`config.mk`:
```
export PLATFORM = sky130hd
export DESIGN_NAME = hazard_scoreboard_flat
export DESIGN_NICKNAME = d
export VERILOG_FILES = /design/src/rtl/hazard_scoreboard_if.sv /design/src/rtl/hazard_scoreboard.sv /design/src/flat_wrapper.sv
export SDC_FILE = /design/constraint.sdc
export NUM_CORES = 1
export LEC_CHECK = 0
export ABC_AREA = 1
export CAP_MARGIN = 10
export CORE_UTILIZATION = 56
export DETAILED_ROUTE_END_ITERATION = 10
export HOLD_SLACK_MARGIN = 0.08
export MAX_ROUTING_LAYER = met4
export PLACE_DENSITY_LB_ADDON = 0.08
export SYNTH_ARGS = -nofsm -noshare
export SYNTH_HDL_FRONTEND = slang
export SYNTH_SLANG_ARGS = --single-unit
```
`constraint.sdc`:
```
create_clock -name clk -period 3.8 [get_ports clk]
set_input_delay 0.76 -clock clk [delete_from_list [all_inputs] [get_ports clk]]
set_output_delay 0.76 -clock clk [all_outputs]
set_load 0.05 [all_outputs]
```
`src/rtl/hazard_scoreboard_if.sv`:
```
// Decode-side hazard request and pipeline control bundle.
// master drives the D instruction fields, slave is the scoreboard.
interface hazard_scoreboard_if #(
  parameter int REG_AW = 5,
  parameter int TW     = 3
);
  logic [REG_AW-1:0] d_rs;
  logic [REG_AW-1:0] d_rt;
  logic [TW-1:0]     d_tuse_rs;
  logic [TW-1:0]     d_tuse_rt;
  logic [REG_AW-1:0] d_a3;
  logic [TW-1:0]     d_tprod;
  logic              d_mdu_use;
  logic [1:0]        d_mdu_op;
  logic              ext_stall;
  logic              flush;
  logic              stall_fd;
  logic              clr_de;
  logic [1:0]        fwd_rs_d;
  logic [1:0]        fwd_rt_d;
  logic [1:0]        fwd_rs_e;
  logic [1:0]        fwd_rt_e;
  logic [1:0]        fwd_rt_m;
  logic              mdu_busy;

  modport master (
    output d_rs, d_rt, d_tuse_rs, d_tuse_rt,
    output d_a3, d_tprod, d_mdu_use, d_mdu_op,
    output ext_stall, flush,
    input  stall_fd, clr_de,
    input  fwd_rs_d, fwd_rt_d, fwd_rs_e,
    input  fwd_rt_e, fwd_rt_m, mdu_busy
  );

  modport slave (
    input  d_rs, d_rt, d_tuse_rs, d_tuse_rt,
    input  d_a3, d_tprod, d_mdu_use, d_mdu_op,
    input  ext_stall, flush,
    output stall_fd, clr_de,
    output fwd_rs_d, fwd_rt_d, fwd_rs_e,
    output fwd_rt_e, fwd_rt_m, mdu_busy
  );
endinterface

```
`src/rtl/hazard_scoreboard.sv`:
```
// Shadow-state hazard/forwarding controller for the F/D/E/M/W pipe.
// Define HAZARD_MDU_EN to build the MDU busy counter and MDU stall.
module hazard_scoreboard #(
  parameter int REG_AW   = 5,
  parameter int TW       = 3,
  parameter int MULT_CYC = 5,
  parameter int DIV_CYC  = 10,
  parameter int CNT_W    = 4
) (
  input  logic               clk,
  input  logic               rst_n,
  hazard_scoreboard_if.slave bus
);

  typedef struct packed {
    logic [REG_AW-1:0] a3;
    logic [TW-1:0]     tnew;
    logic [REG_AW-1:0] rs;
    logic [REG_AW-1:0] rt;
  } ent_t;

  typedef struct packed {
    logic          hit;
    logic [TW-1:0] tnew;
    logic [1:0]    sel;
  } hit_t;

  ent_t r_e, r_m, r_w;
  ent_t w_d;
  hit_t w_h_rs_d, w_h_rt_d;
  hit_t w_h_rs_e, w_h_rt_e, w_h_rt_m;
  logic w_opnd_stall;
  logic w_mdu_stall;
  logic w_hz;
  logic w_unused_sh;

  function automatic logic match(
    input ent_t x,
    input logic [REG_AW-1:0] s
  );
    return (x.a3 != '0) && (x.a3 == s);
  endfunction

  // youngest matching stage wins: E, then M, then W
  function automatic hit_t find(
    input logic [REG_AW-1:0] s,
    input ent_t e,
    input ent_t m,
    input ent_t w
  );
    hit_t h;
    h = '0;
    if (match(e, s)) begin
      h.hit  = 1'b1;
      h.tnew = e.tnew;
      h.sel  = 2'd1;
    end else if (match(m, s)) begin
      h.hit  = 1'b1;
      h.tnew = m.tnew;
      h.sel  = 2'd2;
    end else if (match(w, s)) begin
      h.hit  = 1'b1;
      h.tnew = w.tnew;
      h.sel  = 2'd3;
    end
    return h;
  endfunction

  function automatic logic [1:0] fsel(input hit_t h);
    return (h.hit && h.tnew == '0) ? h.sel : 2'd0;
  endfunction

  function automatic logic need(
    input hit_t h,
    input logic [TW-1:0] tuse
  );
    return h.hit && (tuse != '1) && (h.tnew > tuse);
  endfunction

  function automatic ent_t age(input ent_t x);
    ent_t y;
    y = x;
    if (x.tnew != '0) y.tnew = x.tnew - TW'(1);
    return y;
  endfunction

  assign w_d = '{
    a3:   bus.d_a3,
    tnew: bus.d_tprod,
    rs:   bus.d_rs,
    rt:   bus.d_rt
  };

  // dependency lookup for D operands and for in-flight E/M operands
  always_comb begin
    w_h_rs_d = find(bus.d_rs, r_e, r_m, r_w);
    w_h_rt_d = find(bus.d_rt, r_e, r_m, r_w);
    w_h_rs_e = find(r_e.rs, '0, r_m, r_w);
    w_h_rt_e = find(r_e.rt, '0, r_m, r_w);
    w_h_rt_m = find(r_m.rt, '0, '0, r_w);
  end

  assign w_opnd_stall =
    need(w_h_rs_d, bus.d_tuse_rs) |
    need(w_h_rt_d, bus.d_tuse_rt);

  assign w_hz = w_opnd_stall | w_mdu_stall;

  assign bus.stall_fd = rst_n & (w_hz | bus.ext_stall);
  assign bus.clr_de   = rst_n & w_hz
                      & ~bus.ext_stall & ~bus.flush;

  assign bus.fwd_rs_d = fsel(w_h_rs_d);
  assign bus.fwd_rt_d = fsel(w_h_rt_d);
  assign bus.fwd_rs_e = fsel(w_h_rs_e);
  assign bus.fwd_rt_e = fsel(w_h_rt_e);
  assign bus.fwd_rt_m = fsel(w_h_rt_m);

  assign w_unused_sh = ^{r_w.rs, r_w.rt};

  // shadow pipeline: flush beats freeze, freeze beats advance
  always_ff @(posedge clk or negedge rst_n) begin
    if (!rst_n) begin
      r_e <= '0;
      r_m <= '0;
      r_w <= '0;
    end else if (bus.flush) begin
      r_e <= '0;
      r_m <= '0;
      r_w <= age(r_m);
    end else if (!bus.ext_stall) begin
      r_w <= age(r_m);
      r_m <= age(r_e);
      r_e <= w_hz ? '0 : w_d;
    end
  end

`ifdef HAZARD_MDU_EN
  logic [1:0]       r_e_op;
  logic [CNT_W-1:0] r_cnt;
  logic [1:0]       w_d_op;
  logic             w_adv;

  assign w_adv  = ~bus.ext_stall & ~bus.flush;
  assign w_d_op = (bus.d_mdu_op == 2'b11) ?
                  2'b00 : bus.d_mdu_op;

  assign w_mdu_stall = bus.d_mdu_use
                     & ((r_cnt != '0) | (r_e_op != 2'b00));
  assign bus.mdu_busy = (r_cnt != '0);

  // MDU opcode rides alongside the E shadow entry
  always_ff @(posedge clk or negedge rst_n) begin
    if (!rst_n) begin
      r_e_op <= 2'b00;
    end else if (bus.flush) begin
      r_e_op <= 2'b00;
    end else if (!bus.ext_stall) begin
      r_e_op <= w_hz ? 2'b00 : w_d_op;
    end
  end

  // busy counter loads as mult/div leaves E, else runs down
  always_ff @(posedge clk or negedge rst_n) begin
    if (!rst_n) begin
      r_cnt <= '0;
    end else if (w_adv && r_e_op == 2'b01) begin
      r_cnt <= CNT_W'(MULT_CYC);
    end else if (w_adv && r_e_op == 2'b10) begin
      r_cnt <= CNT_W'(DIV_CYC);
    end else if (r_cnt != '0) begin
      r_cnt <= r_cnt - CNT_W'(1);
    end
  end
`else
  logic w_unused_mdu;

  assign w_unused_mdu = ^{bus.d_mdu_use, bus.d_mdu_op};
  assign w_mdu_stall  = 1'b0;
  assign bus.mdu_busy = 1'b0;
`endif

endmodule
```
`src/flat_wrapper.sv`:
```
// flat-port wrapper written by rule: the top's interface ports become plain ports
module hazard_scoreboard_flat 
#(
  parameter int REG_AW   = 5,
  parameter int TW       = 3,
  parameter int MULT_CYC = 5,
  parameter int DIV_CYC  = 10,
  parameter int CNT_W    = 4
)
  (clk, rst_n, bus_d_rs, bus_d_rt, bus_d_tuse_rs, bus_d_tuse_rt, bus_d_a3, bus_d_tprod, bus_d_mdu_use, bus_d_mdu_op, bus_ext_stall, bus_flush, bus_stall_fd, bus_clr_de, bus_fwd_rs_d, bus_fwd_rt_d, bus_fwd_rs_e, bus_fwd_rt_e, bus_fwd_rt_m, bus_mdu_busy);
  hazard_scoreboard_if #(.REG_AW(REG_AW), .TW(TW)) bus_i ();
  input  logic clk;
  input  logic rst_n;
  input wire logic [$bits(bus_i.d_rs)-1:0] bus_d_rs;
  input wire logic [$bits(bus_i.d_rt)-1:0] bus_d_rt;
  input wire logic [$bits(bus_i.d_tuse_rs)-1:0] bus_d_tuse_rs;
  input wire logic [$bits(bus_i.d_tuse_rt)-1:0] bus_d_tuse_rt;
  input wire logic [$bits(bus_i.d_a3)-1:0] bus_d_a3;
  input wire logic [$bits(bus_i.d_tprod)-1:0] bus_d_tprod;
  input wire logic [$bits(bus_i.d_mdu_use)-1:0] bus_d_mdu_use;
  input wire logic [$bits(bus_i.d_mdu_op)-1:0] bus_d_mdu_op;
  input wire logic [$bits(bus_i.ext_stall)-1:0] bus_ext_stall;
  input wire logic [$bits(bus_i.flush)-1:0] bus_flush;
  output wire logic [$bits(bus_i.stall_fd)-1:0] bus_stall_fd;
  output wire logic [$bits(bus_i.clr_de)-1:0] bus_clr_de;
  output wire logic [$bits(bus_i.fwd_rs_d)-1:0] bus_fwd_rs_d;
  output wire logic [$bits(bus_i.fwd_rt_d)-1:0] bus_fwd_rt_d;
  output wire logic [$bits(bus_i.fwd_rs_e)-1:0] bus_fwd_rs_e;
  output wire logic [$bits(bus_i.fwd_rt_e)-1:0] bus_fwd_rt_e;
  output wire logic [$bits(bus_i.fwd_rt_m)-1:0] bus_fwd_rt_m;
  output wire logic [$bits(bus_i.mdu_busy)-1:0] bus_mdu_busy;
  assign bus_i.d_rs = bus_d_rs;
  assign bus_i.d_rt = bus_d_rt;
  assign bus_i.d_tuse_rs = bus_d_tuse_rs;
  assign bus_i.d_tuse_rt = bus_d_tuse_rt;
  assign bus_i.d_a3 = bus_d_a3;
  assign bus_i.d_tprod = bus_d_tprod;
  assign bus_i.d_mdu_use = bus_d_mdu_use;
  assign bus_i.d_mdu_op = bus_d_mdu_op;
  assign bus_i.ext_stall = bus_ext_stall;
  assign bus_i.flush = bus_flush;
  assign bus_stall_fd = bus_i.stall_fd;
  assign bus_clr_de = bus_i.clr_de;
  assign bus_fwd_rs_d = bus_i.fwd_rs_d;
  assign bus_fwd_rt_d = bus_i.fwd_rt_d;
  assign bus_fwd_rs_e = bus_i.fwd_rs_e;
  assign bus_fwd_rt_e = bus_i.fwd_rt_e;
  assign bus_fwd_rt_m = bus_i.fwd_rt_m;
  assign bus_mdu_busy = bus_i.mdu_busy;
  hazard_scoreboard #(.REG_AW(REG_AW), .TW(TW), .MULT_CYC(MULT_CYC), .DIV_CYC(DIV_CYC), .CNT_W(CNT_W)) u_core (.clk(clk), .rst_n(rst_n), .bus(bus_i));
endmodule
```
Word level (Yosys, flattened, before mapping)

Cells that the tools add are included.

Add/sub/neg operators: 2
Magnitude comparators: 2
Eq/ne operators: 14
Mux-type cells: 25
Bitwise logic cells: 8
Reductions and logical operators: 30

Operators with widths:

| cell                                                                | count |
|---|---|
| 18-bit 2-to-1 mux                                                   | 7 |
| 6-bit 2-to-1 mux                                                    | 11 |
| 5-bit equality test                                                 | 11 |
| 1-bit logical AND                                                   | 20 |
| 3-bit logical NOT                                                   | 5 |
| 5-bit nonzero test                                                  | 3 |
| 2-bit 2-to-1 mux                                                    | 5 |
| 3-bit greater-than comparator                                       | 2 |
| 3-bit 2-to-1 mux                                                    | 2 |
| 3-bit != test (second input constant)                               | 2 |
| 3-bit nonzero test                                                  | 2 |
| 3-bit by 1-bit subtractor with 3-bit output (second input constant) | 2 |
| 1-bit bitwise AND                                                   | 4 |
| 2-bit by 1-bit != test with 1-bit output (second input constant)    | 1 |
| 1-bit inverter                                                      | 2 |
| 1-bit bitwise OR                                                    | 2 |

Register bits: 44
Input bits: 31
Output and inout bits: 13
Word-level logic and storage cells: 91

Logic depth before layout (Yosys ltp)

Depth after elaboration: 11
Gate-level depth with buffers: 21
Gate-level depth less buffers: 20

Worst setup path after synthesis

OpenSTA, ideal clock, no wires.

Path kind: reg-to-output
From: register u_core.r_w[10] (netlist name)
To: output port bus_fwd_rt_m[1]
Data arrival time: 3.000 ns
Data required time: 3.040 ns
Setup slack: 0.040 ns
Stages on the path, launching flop included: 7
Buffers on the path: 1
Cells stage by stage: dfrtp_1 nor2_1 nand2_1 a211oi_1 o2111ai_1 nor4b_1 buf_4

Longest elaborated chain between the ends: 4

Ends and longest elaborated chain:

| element                | RTL line                 | RTL |
|---|---|---|
| start, declared        | hazard_scoreboard.sv:28  | `ent_t r_e, r_m, r_w;` |
| start signal, assigned | hazard_scoreboard.sv:130 | `r_w <= age(r_m);` |
| start signal, assigned | hazard_scoreboard.sv:132 | `r_w <= age(r_m);` |
| 6-bit 2-to-1 mux       | hazard_scoreboard.sv:61  | `end else if (match(w, s)) begin` |
| 3-bit logical NOT      | hazard_scoreboard.sv:70  | `return (h.hit && h.tnew == '0) ? h.sel : 2'd0;` |
| 1-bit logical AND      | hazard_scoreboard.sv:70  |  |
| 2-bit 2-to-1 mux       | hazard_scoreboard.sv:70  |  |
| end, declared          | flat_wrapper.sv:30       | `output wire logic [$bits(bus_i.fwd_rt_m)-1:0] bus_fwd_rt_m;` |

No other way between the ends.

Worst setup path in the final report

From: input port bus_d_rs[0]
To: output port bus_stall_fd

Longest elaborated chain between the ends: 10
Elaborated cells on any way between the ends: 15
Classes of those cells: order compare: 1; eq/ne: 3; mux: 3; bitwise: 3; reduce/logical: 5

Ends and longest elaborated chain:

| element                                                            | RTL line                 | RTL |
|---|---|---|
| start, declared                                                    | flat_wrapper.sv:14       | `input wire logic [$bits(bus_i.d_rs)-1:0] bus_d_rs;` |
| 5-bit equality test                                                | hazard_scoreboard.sv:41  | `return (x.a3 != '0) && (x.a3 == s);` |
| 1-bit logical AND                                                  | hazard_scoreboard.sv:41  |  |
| 6-bit 2-to-1 mux                                                   | hazard_scoreboard.sv:61  |  |
| 6-bit 2-to-1 mux                                                   | hazard_scoreboard.sv:57  | `end else if (match(m, s)) begin` |
| 6-bit 2-to-1 mux (*)                                               | hazard_scoreboard.sv:53  | `if (match(e, s)) begin` |
| 3-bit greater-than comparator or 1-bit logical AND (tied branches) | hazard_scoreboard.sv:77  | `return h.hit && (tuse != '1) && (h.tnew > tuse);` |
| 1-bit logical AND (*)                                              | hazard_scoreboard.sv:77  |  |
| 1-bit bitwise OR (*)                                               | hazard_scoreboard.sv:104 | `need(w_h_rs_d, bus.d_tuse_rs) \|` |
| 1-bit bitwise OR (*)                                               | hazard_scoreboard.sv:109 | `assign bus.stall_fd = rst_n & (w_hz \| bus.ext_stall);` |
| 1-bit bitwise AND (*)                                              | hazard_scoreboard.sv:109 |  |
| end, declared                                                      | flat_wrapper.sv:24       | `output wire logic [$bits(bus_i.stall_fd)-1:0] bus_stall_fd;` |

Mark *: on every way between the ends. The rest lies on a longest branch, timed or not.

==> results by group <==
Worst setup path
  • Startpoint types: input port
  • Worst EP required: ~3.0 ns
  • CP max FO: 4
  • Data arrival, critical path: roughly 3.0 ns
  • Worst Setup End Kind: primary output
  • Kind of critical path: in2out

Timing
  • Fin crit period: between 3 and 4 ns
  • RSZ-0062 raised after global routing: yes
  • Slew @ Worst Pin: ~0.54 ns
  • Hold Violations, Final: 0
  • Final worst path period share: 0.993
  • Slew margin rel.: 0.639
  • Fmax: about 0.26 GHz
  • Max Clock Skew: roughly 0.008 ns
  • TNS Setup: 0 ns
  • Fin Hold WS: about 0.34 ns
  • Slew Viols, Final: 0
  • Setup violators final: 0

Finish
  • Filler cells: between 300 and 400
  • Area Growth Syn to Fin: 31.5%
  • Commonest non-fill, non-tap cell in the layout: nand2_1
  • # nets final: 577
  • Ant diodes: 0
  • Commonest non-fill, non-tap cells in the layout: nand2_1, inv_1, buf_4
  • Layout cells sized above 1: 0.243

Synthesis
  • Syn_area_per_cell: 6.70 um^2
  • Synth area leaders: dfrtp_1, nand2_1, inv_1
  • Post-Syn Area: 3130 um^2
  • Main synth FF type: dfrtp_1
  • Post-synthesis sequential area ratio: 0.312
  • Distinct cell type count after synthesis: 32
  • Ys Warns: 0
  • Post-synth EDFFs: 0
  • Syn_nets: just over 500
  • Ys async rst share: 1.00
  • Yosys top cell by area: dfrtp_1
  • Synth Register Bits: 39
  • Yosys top cell area share: 0.312
  • Cell count after synthesis: 467

Floorplan
  • Rows: 26
  • Core Box Area: ~5200 um^2
  • Starting Density: 0.597
  • Die footprint: approximately 5900 um^2
  • IO Pins: 44
  • Die X: about 77 um
  • DIE HEIGHT: around 77 um

Global routing
  • Largest net degree at the start of global routing: 35
  • Tot GR Track Use: 0.306
  • Total grt overflow: 0
  • Vias in the first global route: between 3000 and 4000
  • Initial antenna violation count: 0
  • First-pass GRT wire length: about 14000 um

Clocking
  • Post-CTS Hold Buffers: 0
  • Clock Path Buffers: 2
  • CTS tree: done
  • Worst-Skew Late Latency: ~0.28 ns
  • CTS buffer count: 5
  • CTS root buf: clkbuf_8
  • Clock transition at path regs: ~0.080 ns
  • CTS Sinks: 39
  • H-tree lvl count: 2

Placed design
  • RD Place Congestion: 0.952
  • Dpl hpwl: around 6200 um
  • IO buf count: 39

Detailed routing
  • Vias/cell: 5.56
  • Post-route ant nets: 0
  • DRC viols: 0
  • Drt total wl: between 9000 and 10000 um
  • Routed WL per cell: 14.9 um
  • Pre-Repair DR Iteration Count: 5
  • Vias: 3367
  • DRT iter0 DRCs: ~290

Status
  • Outcome: finished, final reports clean

Power and ir drop
  • Pleak: between 1.5 and 2 nW
  • Max VDD drop: approximately 210 uV
  • Tot Pwr: roughly 1.1 mW
  • Power density over the cells: 272 nW/um^2

Min path
  • Worst Hold Class: in2async

Flow run
  • Max cap viols: 0
[kinds of logic (layout without fill, tap and decap cells)]
family          Yosys count  in the layout  share of synthesized area
fa+ha+maj                10             10                     0.0400
buf+inv                  78            147                      0.111
compound gates           51             51                     0.0900
flops                    39             39                      0.312
xor+xnor                 28             28                     0.0784
simple gates            260            260                      0.367
other cells               1              1                    0.00120
[synth_stat cells (all sizes together) (6+ instances only)]
cell type	count
clkbuf	6
xor2	11
ha	10
o21ai	22
a21oi	14
nor3	7
inv	58
buf	13
dfrtp	39
o22ai	12
xnor2	17
nand3	23
nor2	34
nand2	169
nand4	25
[path summary, 6_finish.rpt]
kind                            slack [ns]  depth (start not counted)                       start                         end
worst max-delay path                  0.03                         22                 bus_d_rs[0]                bus_stall_fd
worst min-delay path                  0.34                          1                       rst_n  u_core.r_e[14]$_DFFE_PN0P_
worst max register to register        0.93                         18  u_core.r_m[13]$_DFFE_PN0P_   u_core.r_e[3]$_DFFE_PN0P_
worst min register to register        0.50                          2  u_core.r_e[11]$_DFFE_PN0P_  u_core.r_e[11]$_DFFE_PN0P_
max in group asynchronous             2.73                          2                       rst_n  u_core.r_m[16]$_DFFE_PN0P_
min in group clk                      0.50                          2  u_core.r_e[11]$_DFFE_PN0P_  u_core.r_e[11]$_DFFE_PN0P_
[final cells by class]
type,instances,area (um^2),area share
multi-input cells,350,1970,0.480
repair buffers,81,748,0.182
well taps,70,87.6,0.0213
inverters,59,231,0.0563
flip-flops and latches,39,985,0.239
clock inverters,1,5.00,0.00122
clock buffers,6,82.6,0.0201
[report_power, final]
part           switching [mW]  internal, mW  total (mW)  leakage, nW
sequential             0.0469         0.442       0.489        0.512
combinational           0.205         0.139       0.345         1.42
clock                   0.144         0.143       0.286       0.0470
[metrics by stage]
stage | instances | cell area, um^2 | util | worst slack (ns)
final | 606 | 4110 | 0.785 | 0.0257
after global routing | 606 | 4110 | 0.785 | -0.0946
after CTS | 601 | 3950 | 0.755 | 0.000890
after detailed placement | 584 | 3750 | 0.717 | -0.536
after global placement | 584 | 3750 | 0.717 | -0.442
after floorplan | 467 | 3130 | - | 0.0397
[what timing repair did]
item / in CTS / in global routing
endpoints found under the setup margin: 2 / 5
endpoints found under the hold margin: 0 / 0
pin swaps: 7 / 27
setup buffers: 10 / 5
gates resized for setup: 31 / 60
[routing by layer]
metal | vias to the layer above | GRT usage | part of all wire | routed length [um]
li1 | 1633 | - | - | -
met1 | 1579 | 0.376 | 0.41 | 3730
met2 | 143 | 0.528 | 0.51 | 4590
met3 | 12 | 0.0429 | 0.066 | 598
met4 | 0 | 0.0731 | 0.0091 | 82
met5 | - | - | 0 | 0
[worst max-delay path, cell delays in order]
cell and delay [ns]:
buf_8 0.11, inv_6 0.05, nand2_2 0.03, nand2_1 0.07, nor2_1 0.05, nand2_1 0.10
nor2_4 0.06, buf_6 0.12, a21oi_1 0.15, nand2_1 0.09, nand2_2 0.09, inv_2 0.05
ha_4 0.27, nand2_2 0.06, o21ai_2 0.14, nand2_1 0.08, a31oi_1 0.18, nand2_2 0.17
nand3_2 0.11, nand2_2 0.05, inv_2 0.08, buf_12 0.13
[flip-flops by register name, indices dropped and copies added (netlist names)]
register    flops
u_core.r_e     18
u_core.r_m     13
u_core.r_w      8
(Power assumes the default switching activity.)
